===== config.mk =====
export PLATFORM = sky130hd
export DESIGN_NAME = grid_fetch_requester
export DESIGN_NICKNAME = d
export VERILOG_FILES = /design/src/rtl/grid_fetch_requester.sv
export SDC_FILE = /design/constraint.sdc
export NUM_CORES = 1
export LEC_CHECK = 0
export BUFFER_PORTS_ARGS = -buffer_cell sky130_fd_sc_hd__buf_2
export CAP_MARGIN = 10
export CORE_MARGIN = 2
export CORE_UTILIZATION = 52
export DETAILED_ROUTE_END_ITERATION = 16
export GPL_TIMING_DRIVEN = 0
export PLACE_DENSITY = 0.78
export SLEW_MARGIN = 25
export SYNTH_ARGS = -nofsm -noshare
export SYNTH_HDL_FRONTEND = slang
export SYNTH_SLANG_ARGS = --single-unit

===== constraint.sdc =====
create_clock -name pixel_clk_in -period 1.7 [get_ports pixel_clk_in]
set_input_delay 0.17 -clock pixel_clk_in [delete_from_list [all_inputs] [get_ports pixel_clk_in]]
set_output_delay 0.17 -clock pixel_clk_in [all_outputs]
set_load 0.02 [all_outputs]

===== src/rtl/grid_fetch_requester.sv =====
// ============================================================================
// Module      : grid_fetch_requester
// Description : DDA-side initiator for the grid map lookup port. Accepts one
//               (map_x, map_y) cell fetch at a time, forms the row-major
//               address map_y*N + map_x, and holds dda_req_out until the grid
//               map answers with dda_valid_in. A request that gets no answer
//               within TIMEOUT cycles is dropped and re-issued, up to
//               MAX_RETRY extra attempts. After that the fetch completes with
//               fetch_err_out set.
//
//               Optional feature macro: GRID_FETCH_OOB_EN
//                 When defined, coordinates >= N are answered locally with
//                 OOB_VALUE one cycle after accept. No grid request is made.
//                 When undefined, there is no range check and the truncated
//                 address is requested as normal.
//
// Ports       : pixel_clk_in    - sole clock
//               rst_in          - asynchronous, active-high reset
//               fetch_valid_in  - upstream fetch request valid
//               fetch_ready_out - fetch can be accepted (idle)
//               map_x_in/map_y_in - cell column/row to fetch
//               fetch_done_out  - one-cycle pulse, data/err valid
//               fetch_data_out  - fetched cell value, held between pulses
//               fetch_err_out   - all attempts timed out (data forced to 0)
//               dda_req_out     - registered request to the grid map
//               dda_address_out - registered grid address
//               dda_valid_in    - one-cycle response pulse from the grid map
//               grid_data_in    - cell value, valid with dda_valid_in
//
// Revision    : 1.0 - initial release
// ============================================================================
`default_nettype none

module grid_fetch_requester #(
  parameter int N         = 24,
  parameter int COORD_W   = 5,
  parameter int ADDR_W    = 10,
  parameter int DATA_W    = 3,
  parameter int TIMEOUT   = 8,
  parameter int MAX_RETRY = 3,
  parameter int OOB_VALUE = 1
) (
  input  logic               pixel_clk_in,
  input  logic               rst_in,
  input  logic               fetch_valid_in,
  output logic               fetch_ready_out,
  input  logic [COORD_W-1:0] map_x_in,
  input  logic [COORD_W-1:0] map_y_in,
  output logic               fetch_done_out,
  output logic [DATA_W-1:0]  fetch_data_out,
  output logic               fetch_err_out,
  output logic               dda_req_out,
  output logic [ADDR_W-1:0]  dda_address_out,
  input  logic               dda_valid_in,
  input  logic [DATA_W-1:0]  grid_data_in
);

  localparam logic [1:0] S_IDLE = 2'd0;
  localparam logic [1:0] S_REQ  = 2'd1;
  localparam logic [1:0] S_GAP  = 2'd2;

  localparam int TCNT_W = $clog2(TIMEOUT + 1);
  localparam int RCNT_W = $clog2(MAX_RETRY + 1);
  // Wide enough to hold map_y*N + map_x before truncation to ADDR_W.
  localparam int FULL_W = (2 * COORD_W + 1 > ADDR_W) ? 2 * COORD_W + 1 : ADDR_W;

  localparam logic [FULL_W-1:0]  c_n_full  = FULL_W'(N);
  localparam logic [COORD_W:0]   c_n_coord = (COORD_W + 1)'(N);
  localparam logic [DATA_W-1:0]  c_oob_val = DATA_W'(OOB_VALUE);

`ifdef GRID_FETCH_OOB_EN
  localparam logic c_oob_en = 1'b1;
`else
  localparam logic c_oob_en = 1'b0;
`endif

  logic [1:0]        r_state;
  logic [TCNT_W-1:0] r_tcnt;
  logic [RCNT_W-1:0] r_retries;
  logic              r_pending;     // a retry attempt follows the current GAP
  logic              r_req;
  logic [ADDR_W-1:0] r_addr;
  logic              r_done;
  logic [DATA_W-1:0] r_data;
  logic              r_err;

  logic [ADDR_W-1:0] w_addr;
  logic              w_oob;
  logic              w_timeout;
  logic              w_last_try;

  assign w_addr = ADDR_W'(FULL_W'(map_y_in) * c_n_full + FULL_W'(map_x_in));
  assign w_oob  = ({1'b0, map_x_in} >= c_n_coord) || ({1'b0, map_y_in} >= c_n_coord);

  // The counter holds the number of REQ cycles already spent, so the
  // TIMEOUT-th REQ cycle is the one where it equals TIMEOUT-1.
  assign w_timeout  = (r_tcnt == TCNT_W'(TIMEOUT - 1));
  assign w_last_try = (r_retries == RCNT_W'(MAX_RETRY));

  always_ff @(posedge pixel_clk_in or posedge rst_in) begin
    if (rst_in) begin
      r_state   <= S_IDLE;
      r_tcnt    <= '0;
      r_retries <= '0;
      r_pending <= 1'b0;
      r_req     <= 1'b0;
      r_addr    <= '0;
      r_done    <= 1'b0;
      r_data    <= '0;
      r_err     <= 1'b0;
    end else begin
      r_done <= 1'b0;
      case (r_state)
        S_IDLE: begin
          if (fetch_valid_in) begin
            r_tcnt    <= '0;
            r_retries <= '0;
            r_pending <= 1'b0;
            if (c_oob_en && w_oob) begin
              r_done <= 1'b1;
              r_data <= c_oob_val;
              r_err  <= 1'b0;
            end else begin
              r_addr  <= w_addr;
              r_req   <= 1'b1;
              r_state <= S_REQ;
            end
          end
        end

        S_REQ: begin
          // A response in the timeout cycle still counts, so valid is checked first.
          if (dda_valid_in) begin
            r_data  <= grid_data_in;
            r_err   <= 1'b0;
            r_done  <= 1'b1;
            r_req   <= 1'b0;
            r_tcnt  <= '0;
            r_state <= S_GAP;
          end else if (w_timeout) begin
            r_req   <= 1'b0;
            r_tcnt  <= '0;
            r_state <= S_GAP;
            if (w_last_try) begin
              r_done <= 1'b1;
              r_data <= '0;
              r_err  <= 1'b1;
            end else begin
              r_retries <= r_retries + RCNT_W'(1);
              r_pending <= 1'b1;
            end
          end else begin
            r_tcnt <= r_tcnt + TCNT_W'(1);
          end
        end

        S_GAP: begin
          // The grid map only sees rising edges of dda_req_out. Each attempt
          // therefore starts after exactly one low cycle.
          if (r_pending) begin
            r_pending <= 1'b0;
            r_req     <= 1'b1;
            r_state   <= S_REQ;
          end else begin
            r_state <= S_IDLE;
          end
        end

        default: begin
          r_req   <= 1'b0;
          r_state <= S_IDLE;
        end
      endcase
    end
  end

  assign fetch_ready_out = (r_state == S_IDLE);
  assign fetch_done_out  = r_done;
  assign fetch_data_out  = r_data;
  assign fetch_err_out   = r_err;
  assign dda_req_out     = r_req;
  assign dda_address_out = r_addr;

endmodule

`default_nettype wire

==> impl_metrics.tcl <==
set metrics [dict create \
    dpl_cell_area_um2 1590 \
    vias 1123 \
    critPathMaxFanout 4 \
    ys_ff_latch 25 \
    min_path_type "in -> reg" \
    rows 18 \
    leakagePower_nw 0.844 \
    timing.final.hold_violations 0 \
    vdd_ir_drop_max_v 0.000869 \
    die_w_um 55.7 \
    routedWlPerCell_um 13.1 \
    finClkSkew_ps 14.9 \
    drt_first_pass_iters 4 \
    final_cell_count_no_fill 206 \
    tritoncts "done" \
    viasPerCell 5.45 \
    place.gp.congestion 0.779 \
    cts_root_buffer "clkbuf_4" \
    cp.arrival_ps 1850 \
    period_minus_slack_ps 1630 \
    synth_cells 139 \
    drive_gt1_frac 0.267 \
    cts_max_path_buffers 2 \
    syn_to_final_growth_pct 17.3 \
    r2r_start "r_tcnt[0]$_DFFE_PP0P_" \
    io_pins 34 \
    cts_buffers 3 \
    grt_max_degree 26 \
    slew_headroom 0.426 \
    power_density_nw_per_um2 1270 \
    drcViolationCount 0 \
    synthDistinctLibCells 36 \
    io_buffers 32 \
    grt_pass1_wl_mm 4.66 \
    finalMaxSlewViolations 0 \
    htree_levels 1 \
    fill_cells 211 \
    die_h_um 55.7 \
    core_region_area_um2 2500 \
    totalWireLength_mm 2.71 \
    mostFrequentLayoutCells "35 x buf_2, 25 x nand2_1, 25 x dfrtp_1, 12 x o21ai_0, 10 x ha_1" \
    synth_area_um2 1390 \
    first_iter_violations 19 \
    dp.cells 201 \
    async_reset_ff_frac 1.00 \
    setup_viol 0 \
    crit_required_ps 1920 \
    synth_edf_count 0 \
    fin_area_um2 1630 \
    antenna_found_initial 0 \
    synthesis.nets 169 \
    fp.dieArea_um2 3110 \
    critPathKind "reg -> reg" \
    worstMarginPinSlew_ps 856 \
    ys.flop_type "dfrtp_1" \
    synth_warnings 0 \
    grt_overflow_total 0 \
    grt_pass1_vias 1130 \
    maxCapViolCount 0 \
    startpoint_type "register" \
    fin_crit_sh 0.958 \
    run_status "complete, no violations" \
    fmax_ghz 0.614 \
    hpwl_mm 2.16 \
    clock_latency_ps 310 \
    gr-usage-all-layers 0.184 \
    register_area_um2 626 \
    num-nets-final 207 \
    start_util 0.557 \
    syn_area_per_cell_um2 10.0 \
    cts.clk_slew.worst_paths_ps 140 \
    final_common_cell "buf_2" \
    multi_input_area_um2 734 \
    antenna_left 0 \
    critPathCaptureType "register" \
    num_antenna_cells 0 \
    ys_seq_area_frac 0.450 \
    min_from "map_x_in[0]" \
    startpoint "r_tcnt[0]$_DFFE_PP0P_" \
    cts.sinks 25 \
]
-- what timing repair did --
action | in CTS | in global routing
hold buffers | 0 | 1
resized for setup | 0 | 3
endpoints found under the hold margin | 0 | 25
buffers inserted | 0 | 0
endpoints found under the setup margin | 0 | 5
-- cells in the mapped netlist (3+ instances only) --
library cell,n,share of area
dfrtp_1,25,0.45
nand2_1,25,0.067
o21ai_0,12,0.043
ha_1,11,0.099
a21oi_1,6,0.022
nor2_1,6,0.016
nand3_1,5,0.018
inv_1,4,0.011
xor2_1,4,0.025
a22o_1,3,0.019
a32o_1,3,0.022
buf_2,3,0.011
nand2b_1,3,0.013
nor2b_1,3,0.013
-- logic make-up (layout without fill, tap and decap cells) --
| group | after synthesis | in the layout | synth area share |
|---|---|---|---|
| simple gates | 51 | 51 | 0.181 |
| compound gates | 34 | 34 | 0.162 |
| flops | 25 | 25 | 0.450 |
| fa+ha+maj | 13 | 13 | 0.128 |
| buf+inv | 8 | 45 | 0.0270 |
| xor+xnor | 6 | 6 | 0.0378 |
| mux | 2 | 2 | 0.0153 |
-- final cells by class --
type | count | share of cell area
Sequential cell | 25 | 0.383
Timing Repair Buffer | 33 | 0.104
Tap cell | 30 | 0.0230
Inverter | 4 | 0.00920
Clock buffer | 4 | 0.0161
Multi-Input combinational cell | 106 | 0.450
Buffer | 4 | 0.0138
-- power breakdown --
part | internal (W) | total (W) | switching [W]
clock network | 0.0000915 | 0.000256 | 0.000164
registers | 0.000789 | 0.000915 | 0.000126
logic | 0.000329 | 0.000899 | 0.000570
-- flip-flops by register name (all words and copies together), names as in the netlist --
register	cells
dda_req_out	1
fetch_done_out	1
fetch_data_out	3
r_retries	2
fetch_err_out	1
r_state	2
r_tcnt	4
dda_address_out	10
r_pending	1
-- per-layer routing --
layer	track usage	up-vias	wire length, um
met4	0.0732	0	27
met1	0.220	535	1180
met5	0	-	0
met3	0.0116	2	82
li1	-	563	-
met2	0.342	23	1420
-- through the flow --
stage | total power, W | util | TNS, ps | setup WS, ps | hold WS, ps
detailed placement | 0.00183 | 0.636 | -420 | -232 | 368
finish | 0.00207 | 0.653 | 0 | 71.6 | 52.2
CTS | 0.00208 | 0.646 | 0 | 66.3 | 44.4
global route | 0.00222 | 0.653 | -0.371 | -0.371 | 27.6
global placement | 0.00178 | 0.636 | -243 | -137 | 360
floorplan | 0.00152 | - | 0 | 91.0 | 197
-- critical path, cell delays in order (launching register included) --
cell and delay (ps):
dfrtp_1 420, ha_2 220, nand3b_1 100, or3_4 350, mux2_2 270, a22o_1 170
-- final timing paths --
path                                                        to  slack [ps]  cells after the start
max in group asynchronous       dda_address_out[2]$_DFFE_PP0P_         840                      3
worst min-delay path            dda_address_out[0]$_DFFE_PP0P_          50                      3
min in group asynchronous        fetch_data_out[0]$_DFFE_PP0P_         450                      3
worst max register to register        r_retries[0]$_DFFE_PP0P_          70                      5
worst min register to register  dda_address_out[3]$_DFFE_PP0P_         480                      2
worst max-delay path                  r_retries[0]$_DFFE_PP0P_          70                      5
Power figures use the tool's default switching activity.
